[src/rtl/coin_pkg.sv]
// rtl/coin_pkg.sv - shared coin codes, burst FSM states and coin valuation
package coin_pkg;

    localparam logic [1:0] COIN_NONE = 2'b00;
    localparam logic [1:0] COIN_5    = 2'b01;
    localparam logic [1:0] COIN_10   = 2'b10;

    typedef enum logic [1:0] {
        IDLE  = 2'd0,
        BURST = 2'd1,
        CLOSE = 2'd2
    } burst_state_e;

    // Value of a queued code in 5-unit multiples.
    function automatic logic [1:0] coin_value(input logic [1:0] code);
        case (code)
            COIN_5:  return 2'd1;
            COIN_10: return 2'd2;
            default: return 2'd0;
        endcase
    endfunction

endpackage

[src/rtl/coin_debounce.sv]
// rtl/coin_debounce.sv - 2-flop synchronizer plus debouncer emitting one pulse per accepted coin
module coin_debounce #(
    parameter int DEB_CYCLES = 4
) (
    input  logic clk,
    input  logic rst,
    input  logic raw_i,
    output logic event_o
);

    localparam int CW = $clog2(DEB_CYCLES + 1);
    localparam logic [CW-1:0] LAST = CW'(DEB_CYCLES - 1);

    logic          sync1_q, sync2_q;
    logic          armed_q, armed_d;
    logic          event_q, event_d;
    logic [CW-1:0] cnt_q, cnt_d;

    // Armed: counting high samples toward an event. Disarmed: counting low samples toward re-arm.
    always_comb begin
        armed_d = armed_q;
        event_d = 1'b0;
        cnt_d   = cnt_q;
        if (sync2_q == armed_q) begin
            if (cnt_q == LAST) begin
                cnt_d   = '0;
                armed_d = !armed_q;
                event_d = armed_q;
            end else begin
                cnt_d = cnt_q + CW'(1);
            end
        end else begin
            cnt_d = '0;
        end
    end

    always_ff @(posedge clk or posedge rst) begin
        if (rst) begin
            sync1_q <= 1'b0;
            sync2_q <= 1'b0;
            armed_q <= 1'b1;
            event_q <= 1'b0;
            cnt_q   <= '0;
        end else begin
            sync1_q <= raw_i;
            sync2_q <= sync1_q;
            armed_q <= armed_d;
            event_q <= event_d;
            cnt_q   <= cnt_d;
        end
    end

    assign event_o = event_q;

endmodule

[src/rtl/coin_burst_sequencer.sv]
// rtl/coin_burst_sequencer.sv - debounced coin queue replayed as a burst; COIN_AUTO_VEND_EN adds auto-vend on value threshold
module coin_burst_sequencer
    import coin_pkg::*;
#(
    parameter int DEPTH      = 4,
    parameter int DEB_CYCLES = 4,
    parameter int PRICE      = 3
) (
    input  logic                       clk,
    input  logic                       rst,
    input  logic                       coin5_raw,
    input  logic                       coin10_raw,
    input  logic                       vend_req,
    output logic [1:0]                 data_out,
    output logic                       busy,
    output logic [$clog2(DEPTH):0]     fifo_count,
    output logic                       coin_reject
);

    localparam int AW = $clog2(DEPTH);
    localparam int CW = AW + 1;

    if (DEPTH < 2 || (DEPTH & (DEPTH - 1)) != 0) begin : g_bad_depth
        $error("DEPTH must be a power of two and at least 2");
    end
    if (DEB_CYCLES < 1 || PRICE < 0) begin : g_bad_params
        $error("DEB_CYCLES must be at least 1 and PRICE non-negative");
    end

    logic ev5, ev10;

    coin_debounce #(.DEB_CYCLES(DEB_CYCLES)) u_deb5 (
        .clk    (clk),
        .rst    (rst),
        .raw_i  (coin5_raw),
        .event_o(ev5)
    );

    coin_debounce #(.DEB_CYCLES(DEB_CYCLES)) u_deb10 (
        .clk    (clk),
        .rst    (rst),
        .raw_i  (coin10_raw),
        .event_o(ev10)
    );

    logic          hold_v_q, hold_v_d;
    logic [1:0]    hold_code_q, hold_code_d;
    logic          push_v, push_ok, pop, full, start;
    logic [1:0]    push_code;
    logic [1:0]    mem_q [DEPTH];
    logic [AW-1:0] wptr_q, rptr_q;
    logic [CW-1:0] count_q, count_d;
    logic [CW-1:0] rem_q, rem_d;
    logic [1:0]    data_q, data_d;
    burst_state_e  state_q, state_d;

    // Held code always goes first; a debouncer cannot fire two cycles running, so one hold slot suffices.
    always_comb begin
        push_v      = 1'b0;
        push_code   = COIN_NONE;
        hold_v_d    = hold_v_q;
        hold_code_d = hold_code_q;
        if (hold_v_q) begin
            push_v      = 1'b1;
            push_code   = hold_code_q;
            hold_v_d    = ev5 || ev10;
            hold_code_d = ev5 ? COIN_5 : COIN_10;
        end else if (ev5) begin
            push_v      = 1'b1;
            push_code   = COIN_5;
            hold_v_d    = ev10;
            hold_code_d = COIN_10;
        end else if (ev10) begin
            push_v    = 1'b1;
            push_code = COIN_10;
        end
    end

    assign full        = (count_q == CW'(DEPTH));
    assign push_ok     = push_v && !full;
    assign coin_reject = push_v && full;

`ifdef COIN_AUTO_VEND_EN
    localparam int VW = $clog2(2 * DEPTH + 1);
    logic [VW-1:0] value_q, value_d;

    always_comb begin
        value_d = value_q;
        if (push_ok) value_d = value_d + VW'(coin_value(push_code));
        if (pop)     value_d = value_d - VW'(coin_value(mem_q[rptr_q]));
    end

    always_ff @(posedge clk or posedge rst) begin
        if (rst) value_q <= '0;
        else     value_q <= value_d;
    end

    assign start = vend_req || (int'(value_q) >= PRICE);
`else
    assign start = vend_req;
`endif

    // The first pop happens in the request cycle so the code is registered onto data_out one cycle later.
    always_comb begin
        state_d = state_q;
        rem_d   = rem_q;
        data_d  = COIN_NONE;
        pop     = 1'b0;
        case (state_q)
            IDLE: begin
                if (start && count_q != '0) begin
                    pop     = 1'b1;
                    data_d  = mem_q[rptr_q];
                    rem_d   = count_q - CW'(1);
                    state_d = BURST;
                end
            end
            BURST: begin
                if (rem_q != '0) begin
                    pop    = 1'b1;
                    data_d = mem_q[rptr_q];
                    rem_d  = rem_q - CW'(1);
                end else begin
                    state_d = CLOSE;
                end
            end
            CLOSE:   state_d = IDLE;
            default: state_d = IDLE;
        endcase
    end

    always_comb begin
        count_d = count_q;
        case ({push_ok, pop})
            2'b10:   count_d = count_q + CW'(1);
            2'b01:   count_d = count_q - CW'(1);
            default: count_d = count_q;
        endcase
    end

    always_ff @(posedge clk or posedge rst) begin
        if (rst) begin
            state_q     <= IDLE;
            rem_q       <= '0;
            data_q      <= COIN_NONE;
            count_q     <= '0;
            wptr_q      <= '0;
            rptr_q      <= '0;
            hold_v_q    <= 1'b0;
            hold_code_q <= COIN_NONE;
            for (int i = 0; i < DEPTH; i++) mem_q[i] <= COIN_NONE;
        end else begin
            state_q     <= state_d;
            rem_q       <= rem_d;
            data_q      <= data_d;
            count_q     <= count_d;
            hold_v_q    <= hold_v_d;
            hold_code_q <= hold_code_d;
            if (push_ok) begin
                mem_q[wptr_q] <= push_code;
                wptr_q        <= wptr_q + AW'(1);
            end
            if (pop) rptr_q <= rptr_q + AW'(1);
        end
    end

    assign data_out   = data_q;
    assign busy       = (state_q != IDLE);
    assign fifo_count = count_q;

endmodule
[config.mk]
export PLATFORM = sky130hd
export DESIGN_NAME = coin_burst_sequencer
export DESIGN_NICKNAME = d
export VERILOG_FILES = /design/src/rtl/coin_pkg.sv /design/src/rtl/coin_debounce.sv /design/src/rtl/coin_burst_sequencer.sv
export SDC_FILE = /design/constraint.sdc
export NUM_CORES = 1
export LEC_CHECK = 0
export CORE_ASPECT_RATIO = 1.2
export CORE_MARGIN = 1
export CORE_UTILIZATION = 35
export CTS_CLUSTER_SIZE = 10
export DETAILED_ROUTE_END_ITERATION = 6
export PLACE_DENSITY = 0.63
export SYNTH_ARGS = -nofsm -noshare
export SYNTH_HDL_FRONTEND = slang
export SYNTH_HIERARCHICAL = 1
export SYNTH_SLANG_ARGS = --single-unit
[constraint.sdc]
create_clock -name clk -period 2.1 [get_ports clk]
set_clock_uncertainty 0.1 [all_clocks]
set_input_delay 0.42 -clock clk [delete_from_list [all_inputs] [get_ports clk]]
set_output_delay 0.42 -clock clk [all_outputs]
set_load 0.005 [all_outputs]
**After elaboration in Yosys (flattened, before gate mapping)**

Cells that the tools add are included.

- Flip-flop bits (word level): 39
- Input port bits: 5
- Output and inout port bits: 7
- Logic and storage cells: 102

- Add/subtract/negate cells: 7
- Magnitude comparators: 3
- Equality and inequality tests: 11
- Multiplexer cells: 38
- Bitwise gates (word level): 2
- Reductions and logical operators: 19

Operator list:

| cell | number |
|---|---|
| $mux W2 | 13 |
| $mux W3 | 6 |
| $pmux W3 S2 | 2 |
| $mux W1 | 11 |
| $add A3 B1 Y3 const B | 3 |
| $bwmux W8 | 1 |
| $pmux W2 S2 | 2 |
| $reduce_bool A2 Y1 | 4 |
| $eq A3 B2 Y1 const B | 2 |
| $ge A3 B3 Y1 const B | 2 |
| $ne A2 B2 Y1 const B | 3 |
| $not A2 Y3 | 2 |
| $reduce_and A2 Y1 | 3 |
| $reduce_bool A3 Y1 | 2 |
| $sub A3 B1 Y3 const B | 2 |
| $add A2 B1 Y2 const B | 2 |
| $bmux W2 S2 | 1 |
| $demux W2 S2 | 1 |
| $eq A2 B1 Y1 const B | 2 |
| $logic_and A1 B1 Y1 | 4 |
| $eq A3 B3 Y1 const B | 1 |
| $logic_not A1 Y1 | 3 |
| $lt A3 B1 Y1 const B | 1 |
| $reduce_and A3 Y1 | 1 |
| other kinds (5) | 6 |

**Logic depth before layout (Yosys ltp)**

Gate-level depths: netlist (run 1).

- Depth in word-level cells: 6
- Mapped depth: 8
- Mapped depth without buffers: 8

**Cells and area by module**

The synthesis (run 1) kept the hierarchy.

Modules (own cells, without submodules):

| module | times used | cells each | area each (um2) | seq. area each (um2) |
|---|---|---|---|---|
| coin_burst_sequencer | 1 | 110 | 1,292.5 | 625.6 |
| coin_debounce | 2 | 17 | 247.7 | 176.4 |

**Worst setup path after synthesis (run 1)**

OpenSTA, ideal clock, no wires.

- Path kind: reg-to-reg
- Start point: reg count_q[0], in the netlist fifo_count[0]
- End point: reg count_q[2], in the netlist fifo_count[2]
- Setup time: 0.131 ns
- Data arrival time: 1.866 ns
- Required time: 1.869 ns
- Path slack: 0.003 ns
- Stages on the path, launching flop included: 9
- Path buffers: 0
- Period minus slack after synthesis: 2.097 ns
- Cell sequence: dfrtp_1 > inv_1 > ha_1 > nor2b_2 > o32ai_4 > ha_1 > mux2i_1 > nor2_1 > xor2_1

- Word-level cells in the longest chain between the ends: 6
- Elaborated cells between the ends (all ways): 13
- Classes of those cells: add/sub: 2; eq/ne: 3; mux: 3; reduce/logical: 5

Ends and longest elaborated chain:

| item | RTL line | RTL |
|---|---|---|
| start: declaration | coin_burst_sequencer.sv:52 | `logic [CW-1:0] count_q, count_d;` |
| start signal: assignment | coin_burst_sequencer.sv:156 | `count_q <= count_d;` |
| $reduce_bool A3 Y1 * | coin_burst_sequencer.sv:111 | `if (start && count_q != '0) begin` |
| $logic_and A1 B1 Y1 * | coin_burst_sequencer.sv:111 |  |
| $mux W1 * | coin_burst_sequencer.sv:111 |  |
| $pmux W1 S2 * | coin_burst_sequencer.sv:109 | `case (state_q)` |
| via pop | coin_burst_sequencer.sv:48 | `logic push_v, push_ok, pop, full, start;` |
| $eq A2 B1 Y1 / $eq A2 B2 Y1 (equally long branches) | coin_burst_sequencer.sv:134 | `case ({push_ok, pop})` |
| $pmux W3 S2 / $reduce_bool A2 Y1 (equally long branches) | n/a |  |

Mark *: on every way through the listed nets, which the timed path passes. The rest lies on a longest branch.
A chain may end at the register's enable or synchronous reset.

**Final worst setup path (run 1)**

- Start point: reg state_q[0]
- End point: out busy

- Word-level cells in the longest chain between the ends: 1

Ends and longest elaborated chain:

| item | RTL line | RTL |
|---|---|---|
| start: declaration | coin_burst_sequencer.sv:55 | `burst_state_e state_q, state_d;` |
| start signal: assignment | coin_burst_sequencer.sv:153 | `state_q <= state_d;` |
| $reduce_bool A2 Y1 | coin_burst_sequencer.sv:168 | `assign busy = (state_q != IDLE);` |
| end: declaration | coin_burst_sequencer.sv:15 | `output logic busy,` |

No other way between the ends.

==> results of run 1 <==
[power by group]
group / switching (uW) / internal, uW / total, uW
registers: 153 / 959 / 1110
logic: 557 / 598 / 1150
clock network: 237 / 257 / 494
total: 946 / 1810 / 2760
[metal layers]
| layer | part of all wire | GRT usage |
|---|---|---|
| met1 | 0.40 | 0.145 |
| met2 | 0.54 | 0.236 |
| met3 | 0.036 | 0.0398 |
| met4 | 0.021 | 0.0511 |
| met5 | 0 | 0 |
[critical path, stage by stage, from the launching register on]
cell	delay, ns
dfrtp_1	0.37
or2_1	0.31
clkdlybuf4s50_1	0.47
[state kept, by name (all words and copies together), names as in the netlist, 3 cells and up]
register / cells
fifo_count: 3
mem_q: 8
rem_q: 3
u_deb10/cnt_q: 3
u_deb5/cnt_q: 3
[worst paths after layout]
kind / from / endpoint / slack (ns) / cells past startpoint
max in group asynchronous: rst / wptr_q[0] / 1.21 / 3
min in group asynchronous: rst / u_deb10/event_o / 0.32 / 2
min reg2reg: u_deb10/sync1_q / u_deb10/sync2_q / 0.26 / 0
min: u_deb10/sync1_q / u_deb10/sync2_q / 0.26 / 0
max: state_q[0] / busy / 0.15 / 2
max reg2reg: fifo_count[1] / fifo_count[2] / 0.20 / 8
[cell type report]
type	instances	area (um2)	share of cell area
inverters	13	48.8	0.0230
clock inverters	1	5.00	0.00236
repair buffers	19	169	0.0798
clock buffers	6	82.6	0.0390
well taps	60	75.1	0.0355
multi-input cells	90	758	0.358
flip-flops and latches	39	978	0.462
[what timing repair did]
item	4_1_cts	5_1_grt
setup buffers	1	0
setup endpoints to repair	1	0
resized for setup	5	0
[kinds of logic (layout without fill, tap and decap cells)]
kind of cell / count (synthesis) / count (layout)
XOR/XNOR: 10 / 10
buffers and inverters: 15 / 39
AND/OR/NAND/NOR: 40 / 40
flip-flops: 39 / 39
adder cells (fa/ha/maj): 12 / 12
AO/OA/AOI/OAI: 14 / 14
multiplexers: 14 / 14
[layout by cell type (no fill, tap or decap)]
cell / n
mux2_2: 8
inv_2: 2
mux4_2: 2
nand2b_1: 2
ha_4: 1
and2_1: 2
nor3_1: 3
nor2b_1: 4
clkinv_2: 1
dfstp_2: 2
nor2_1: 7
nor2b_2: 1
nor3b_1: 4
a22o_1: 1
a221oi_2: 1
clkbuf_8: 6
o32ai_4: 1
a21oi_2: 1
o21ai_0: 3
mux2_1: 1
xor2_1: 5
nand2_1: 12
o32ai_1: 2
a21oi_1: 5
clkdlybuf4s50_1: 10
inv_1: 11
or2_1: 1
and3_1: 2
ha_1: 11
xnor2_1: 5
mux2i_1: 3
nor3_2: 2
buf_4: 8
dfrtp_1: 37
dlygate4sd2_1: 1
[stage by stage]
step | hold WS (ns) | utilization | cell area [um2] | worst slack [ns]
floorplan | 0.123 | - | 1790 | 0.00346
global placement | 0.242 | 0.407 | 2010 | 0.0437
detailed placement | 0.248 | 0.407 | 2010 | -0.00910
CTS | 0.264 | 0.429 | 2120 | 0.122
global route | 0.280 | 0.429 | 2120 | 0.0342
finish | 0.264 | 0.429 | 2120 | 0.150
==> metrics.txt, run 1 <==
status=finished clean; Arr. time, crit path=1.43 ns; Peak supply drop=0.552 mV; synth cell count leaders=dfrtp_1, inv_1, ha_1, nand2_1, mux2_2; CTS root buf=clkbuf_8; fin crit share=0.929; Synth Area in XOR/XNOR=0.0490; CP required=1.58 ns; Synth Area in Compound Gates=0.0658; CP endpoint kind=primary output; number of max-cap violations=0; Slew Viols, Final=0; min-delay worst type=flop to flop; Routed WL per cell=12.7 um; CTS buffer count=5; total number of vias=1088; CORE AREA=0.00494 mm2; largest cells by area after synthesis=dfrtp_1, ha_1, mux2_2, dfstp_2, inv_1; Core Rows=28; Skew-Pair Late Insertion Delay=0.28 ns; YS warnings=6; Slew @ Worst Pin=0.424 ns; routability cong.=0.805; vias per std cell=4.77; Pre-Repair DR Iteration Count=4; initial antenna violation count=0; Tot Pwr=2760 uW; CTS tree=yes; Relative slew margins=0.715; io pins=12; post-route ant nets=0; RSZ-0062 raised after global routing=no; area grow syn2layout=18.4%; H-Tree Depth=2; final-layout fill cell count=473; sequential-to-total area share from yosys stat=0.547; first-pass GRT wire length=5.29 mm; initial core utilization=0.362; FFs w/ async S/R, synth=1.00; Crit Path Category=flop to primary output; PortBufs=11; hold_buf cts=0; Inst Count DP=220; Clock Sink Count=39; crit-path max FO=4; P_leak=0.00100 uW; CP Launch Type=flop; Hold Violations, Final=0; synthesized area=0.00179 mm2; DRC viols=0; Post-synth EDFFs=0; dpl hpwl=2.22 mm; simple-gate share of the synthesized area=0.120; most common flop cell mapped by yosys=dfrtp_1; Yosys reg bits=39; gr usage total=0.133; Diodes inserted=0; Synth Area in Adders=0.0840; Die W=67.2 um; drt initial violations=30; largest area contributor in the netlist=dfrtp_1; Synth top area share=0.518; # nets final=185; number of global-route vias before repair=1173; Yosys cell types=29; largest net degree at the start of global routing=26; Reg clk slew, reported paths=0.07 ns; remaining global-route overflow=0; min Tclk post-route=1.95 ns; setup violators final=0; Layout Cells excl Fill=228; die height=80.3 um; Pwr per Cell Area=1300 mW/mm2; largest family of logic cells by synthesized area=simple AND/OR/NAND/NOR gates; FMAX=0.513 GHz; Syn Inst Count=144; synthesized net count=161; WL final=2.89 mm; mux share of post-synthesis cell area=0.0987; layout cells sized above 1=0.214; count leader, synth=dfrtp_1; DIE AREA=0.00540 mm2; clock tree buffer depth=2; average size of a mapped cell=12.4 um2; setup total negative slack=0 ns
Note: power is estimated with default switching activity, not from simulation.
==> run 2, diff against run 1 <==
- TNS_END_PERCENT: default -> 5
==> results of run 2 <==
Final layout, timing and power as in run 1 (identical DEF).
